[config.mk]
export PLATFORM = sky130hd
export DESIGN_NAME = uart_rx_os
export DESIGN_NICKNAME = d
export VERILOG_FILES = /design/src/rtl/uart_rx_os.sv
export SDC_FILE = /design/constraint.sdc
export NUM_CORES = 1
export LEC_CHECK = 0
export CAP_MARGIN = 5
export CELL_PAD_IN_SITES_DETAIL_PLACEMENT = 1
export CELL_PAD_IN_SITES_GLOBAL_PLACEMENT = 2
export CORE_MARGIN = 3
export CORE_UTILIZATION = 38
export DETAILED_ROUTE_END_ITERATION = 12
export PLACE_DENSITY = 0.77
export SYNTH_ARGS = -nofsm -noshare
export SYNTH_HDL_FRONTEND = slang
export SYNTH_SLANG_ARGS = --single-unit
[constraint.sdc]
create_clock -name clk -period 3 [get_ports clk]
set_input_delay 0.9 -clock clk [delete_from_list [all_inputs] [get_ports clk]]
set_output_delay 0.9 -clock clk [all_outputs]
set_load 0.1 [all_outputs]
[src/rtl/uart_rx_os.sv]
// 16x-oversampling UART receiver: recovers 8-bit LSB-first frames with optional parity,
// validating the start bit at mid-bit and sampling each following bit at its centre.
module uart_rx_os #(
  parameter int freq       = 450_000_000,
  parameter int baudrate   = 9600,
  parameter int parity_en  = 0,
  parameter int parity_odd = 0
) (
  input  logic       clk,
  input  logic       rst,
  input  logic       r,
  output logic [7:0] data_out,
  output logic       rx_done,
  output logic       frame_err,
  output logic       parity_err,
  output logic       busy
);

  localparam int DIV_RAW = freq / (baudrate * 16);
  localparam int DIV     = (DIV_RAW < 1) ? 1 : DIV_RAW;
  localparam int CW      = ($clog2(DIV + 1) > 12) ? $clog2(DIV + 1) : 12;
  localparam logic [CW-1:0] DIV_M1 = CW'(DIV - 1);
  localparam logic PEN  = (parity_en != 0);
  localparam logic PODD = (parity_odd != 0);

  typedef enum logic [2:0] {IDLE, START, DATA, PARITY, STOP} state_t;

  // Handshake: rx_done is a single-cycle strobe with no ready; data_out and the
  // error flags are valid from the rx_done cycle and hold until the next one.

  state_t        state, state_n;
  logic [CW-1:0] tick_cnt;
  logic          os_tick;
  logic          cnt_clr;
  logic          r_m, r_s, r_d;
  logic          fall;
  logic [3:0]    samp, samp_n;
  logic [2:0]    bit_idx, bit_n;
  logic [7:0]    shift, shift_n;
  logic          par_bit, par_n;
  logic [7:0]    data_n;
  logic          done_n, fe_n, pe_n;

  // Two-flop synchroniser resets high so the idle line never looks like a start edge.
  always_ff @(posedge clk or negedge rst) begin
    if (!rst) begin
      r_m <= 1'b1;
      r_s <= 1'b1;
      r_d <= 1'b1;
    end else begin
      r_m <= r;
      r_s <= r_m;
      r_d <= r_s;
    end
  end

  assign fall = r_d & ~r_s;

  always_ff @(posedge clk or negedge rst) begin
    if (!rst) begin
      tick_cnt <= '0;
    end else if (cnt_clr || tick_cnt == DIV_M1) begin
      tick_cnt <= '0;
    end else begin
      tick_cnt <= tick_cnt + 1'b1;
    end
  end

  assign os_tick = (tick_cnt == DIV_M1);

  always_ff @(posedge clk or negedge rst) begin
    if (!rst) begin
      state      <= IDLE;
      samp       <= '0;
      bit_idx    <= '0;
      shift      <= '0;
      par_bit    <= 1'b0;
      data_out   <= '0;
      rx_done    <= 1'b0;
      frame_err  <= 1'b0;
      parity_err <= 1'b0;
    end else begin
      state      <= state_n;
      samp       <= samp_n;
      bit_idx    <= bit_n;
      shift      <= shift_n;
      par_bit    <= par_n;
      data_out   <= data_n;
      rx_done    <= done_n;
      frame_err  <= fe_n;
      parity_err <= pe_n;
    end
  end

  always_comb begin
    state_n = state;
    samp_n  = samp;
    bit_n   = bit_idx;
    shift_n = shift;
    par_n   = par_bit;
    cnt_clr = 1'b0;
    data_n  = data_out;
    done_n  = 1'b0;
    fe_n    = frame_err;
    pe_n    = parity_err;
    case (state)
      IDLE: begin
        if (fall) begin
          cnt_clr = 1'b1;
          samp_n  = '0;
          state_n = START;
        end
      end
      START: begin
        if (os_tick) begin
          if (samp == 4'd7) begin
            samp_n = '0;
            bit_n  = '0;
            // A line back high at mid-start-bit was a glitch: drop it silently.
            state_n = r_s ? IDLE : DATA;
          end else begin
            samp_n = samp + 4'd1;
          end
        end
      end
      DATA: begin
        if (os_tick) begin
          samp_n = samp + 4'd1;
          if (samp == 4'd15) begin
            shift_n = {r_s, shift[7:1]};
            bit_n   = bit_idx + 3'd1;
            if (bit_idx == 3'd7) state_n = PEN ? PARITY : STOP;
          end
        end
      end
      PARITY: begin
        if (os_tick) begin
          samp_n = samp + 4'd1;
          if (samp == 4'd15) begin
            par_n   = r_s;
            state_n = STOP;
          end
        end
      end
      STOP: begin
        if (os_tick) begin
          samp_n = samp + 4'd1;
          if (samp == 4'd15) begin
            state_n = IDLE;
            done_n  = 1'b1;
            data_n  = shift;
            fe_n    = ~r_s;
            pe_n    = PEN & ((^shift) ^ par_bit ^ PODD);
          end
        end
      end
      default: state_n = IDLE;
    endcase
  end

  assign busy = (state != IDLE);

endmodule

==> flow_summary.yaml <==
hold_path:
  worstHoldStart: "r_m"
  hold_path_depth: 0
  min_to: "r_s"
  worstHoldPathType: "flip-flop to flip-flop"
clock_tree:
  post-cts-setup-buffer-count: 0
  worst_setup_hold_path_clk_slew_ps: 90
  cts.sinks: 43
  tritoncts.num_buffers: 5
  cts_tree: "yes"
  clkLatencyLatePin_ps: 300
  htree_num_levels: 2
  cts.repair.resized: 0
  post_cts_hold_buffer_count: 0
  clock_root_buffer: "clkbuf_8"
  clock_tree.buffer_depth: 2
logic_synthesis:
  yosysWarnings: 0
  syn-instance-count: 177
  asyncSetResetFlopFracSynth_pct: 100
  synth_nets: 185
  mappedNetlistArea_mm2: 0.00201
  netlist.top_cell.by_area: "dfrtp_1"
  synth.most_common_cell: "dfrtp_1"
  synth_ff_type: "dfrtp_1"
  synth-edff-count: 0
  synth-seq-cells: 43
  synth_area_per_cell_um2: 11.3
  yosysUniqueCellTypes: 38
  synthDominantCellAreaShare_pct: 49.9
  synth_sequential_area_ratio_pct: 53.8
  synth_top_cells_by_area: "dfrtp_1 50%, mux2_2 9.0%, dfstp_2 3.9%, nor2_1 3.6%, ha_1 3.1%"
  yosys-top-cells-count: "40 x dfrtp_1, 19 x nor2_1, 16 x mux2_2"
critical_path:
  critical_path_arrival_ps: 1570
  critical_path.startpoint_type: "flip-flop"
  setup.reg_to_reg.worst_slack_ps: 690
  r2r.worst_path.cells: 6
  timing.rr.end: "bit_idx[0]"
  worst-endpoint-required_ps: 2100
  crit_path_end_kind: "output port"
  timing.critical_path.fanout_max: 12
  cp_class: "flip-flop to output port"
  worst_r2r_startpoint: "tick_cnt[0]"
drt:
  num_vias: 1317
  ant_nets: 0
  routedLengthMet1_um: 1740
  drt_drc_violations_left: 0
  detailedRoute.firstPassIterationCount: 4
  met3_wirelength_um: 117
  detailroute.wirelength.met2_um: 1910
  average_routed_wire_per_standard_cell_um: 14.7
  initialDrtViolationCount: 43
  dr.max_layer_used: "met4"
  routed_wirelength_um: 3820
  via_per_inst: 5.08
global_routing:
  grt_start_max_net_pins: 44
  grt.overflow.total: 0
  antenna_violations_before_repair: 0
  grt_pass1_wl_um: 6560
  grt_resource_usage_total_pct: 13.8
  number_of_global_route_vias_before_repair: 1383
die:
  io-pin-count: 15
  die_height_um: 78.7
  die-area_mm2: 0.00619
  core_area_mm2: 0.00491
  floorplan.initialDensity_pct: 40.9
  row_count: 25
  width_of_the_chip_um: 78.7
pwr:
  leakage_nw: 1.11
  power_density_mw_per_mm2: 651
  power.ir.vdd_worst_uv: 317
sta:
  totalNegativeSetupSlack_ps: 0
  fin_worst_skew_ps: 3.48
  setup_repair_after_global_routing_missed_its_margin: "false"
  post-route-period-util_pct: 82.2
  worstMarginPinSlew_ps: 951
  slew_headroom_pct: 36.6
  max_clock_freq_mhz: 405
  min_tclk_post_route_ps: 2470
  finalHoldViolations: 0
  setup_viol_count_final: 0
  finalMaxSlewViolations: 0
place:
  io_buffer_count: 13
  final_gp_congestion: 0.773
  detailedPlacementHpwl_um: 2810
  place.detailed.instances: 251
layout:
  post_route_cells_drive_above_1_share_pct: 23.4
  syn_to_final_growth_pct: 13.1
  multi_input_gate_area_in_the_final_layout_um2: 848
  design.final.nets: 199
  fillerInstances: 539
  post_layout_nonfiller_instances: 259
  n_antenna_cell: 0
  total_area_of_sequential_cells_mm2: 0.00108
flow_run:
  cap_viol_max_count: 0
run_status:
  outcome: "complete, no violations"
## where the power goes
group | leakage, nW | total, mW | switching [mW] | internal (mW)
clock | 0.0548 | 0.463 | 0.212 | 0.251
combinational | 0.485 | 0.262 | 0.147 | 0.115
sequential | 0.566 | 0.753 | 0.0994 | 0.653
total | 1.11 | 1.48 | 0.458 | 1.02
## registers in the layout, indices dropped and copies added, names as in the netlist
name and flops:
shift 8, samp 4, data_out 8, r_s 1
frame_err 1, tick_cnt 12, rx_done 1, r_m 1
r_d 1, state 3, bit_idx 3
## layout make-up
type,instances,area share [%]
Clock inverter,3,2.04
Sequential cell,43,47.6
Multi-Input combinational cell,116,37.4
Inverter,12,1.98
Tap cell,67,3.69
Timing Repair Buffer,13,4.30
Clock buffer,5,3.03
## layer usage
| metal | global-route usage, % | vias up |
|---|---|---|
| li1 | - | 630 |
| met1 | 16.5 | 671 |
| met2 | 23.0 | 12 |
| met3 | 4.93 | 4 |
| met4 | 4.72 | 0 |
| met5 | 0 | - |
## cell usage in the layout, fill, tap and decap left out, drive strengths merged, types with 2 or more instances in the layout
cell type	count
dfrtp	40
nor2	19
mux2	17
nand2	13
inv	13
buf	12
nand3	8
nor3	8
xnor2	6
o21ai	6
mux2i	5
ha	5
clkbuf	5
nand2b	4
xor2	4
dfstp	3
or3	2
o22ai	2
a21o	2
nand4bb	2
## cell families after synthesis
family | synth area share [%]
AOI/OAI and AO/OA | 5.17
buffers and inverters | 3.93
muxes | 12.0
DFF | 53.8
adders and majority gates | 3.12
and+or+nand+nor | 17.4
xor gates and xnor gates | 4.36
other | 0.187
## worst max-delay path by stage
stage | startpoint | to | slack (ps) | cells past startpoint
5_1_grt | state[2] | busy | 400 | 3
3_5_place_dp | tick_cnt[0] | data_out[7] | 690 | 6
6_report | state[2] | busy | 530 | 3
3_3_place_gp | tick_cnt[0] | bit_idx[0] | 760 | 6
2_1_floorplan | state[0] | samp[2] | 720 | 7
4_1_cts | state[2] | busy | 500 | 3
## worst max-delay path: stages (launching register included)
cell and delay (ps):
dfrtp_1 520, nor3_1 370, inv_1 130, buf_4 250
## metrics by stage
stage                     worst slack, ps  total power, mW  util [%]  area, um^2  hold slack (ps)
after detailed placement              687             1.03      43.9        2150              349
after CTS                             504             1.50      46.2        2270              363
after global placement                758             1.01      43.9        2150              345
final                                 534             1.48      46.2        2270              361
after global routing                  399             1.58      46.2        2270              364
after floorplan                       720            0.951         -        2010              345
Note: power is estimated with default switching activity, not from simulation.
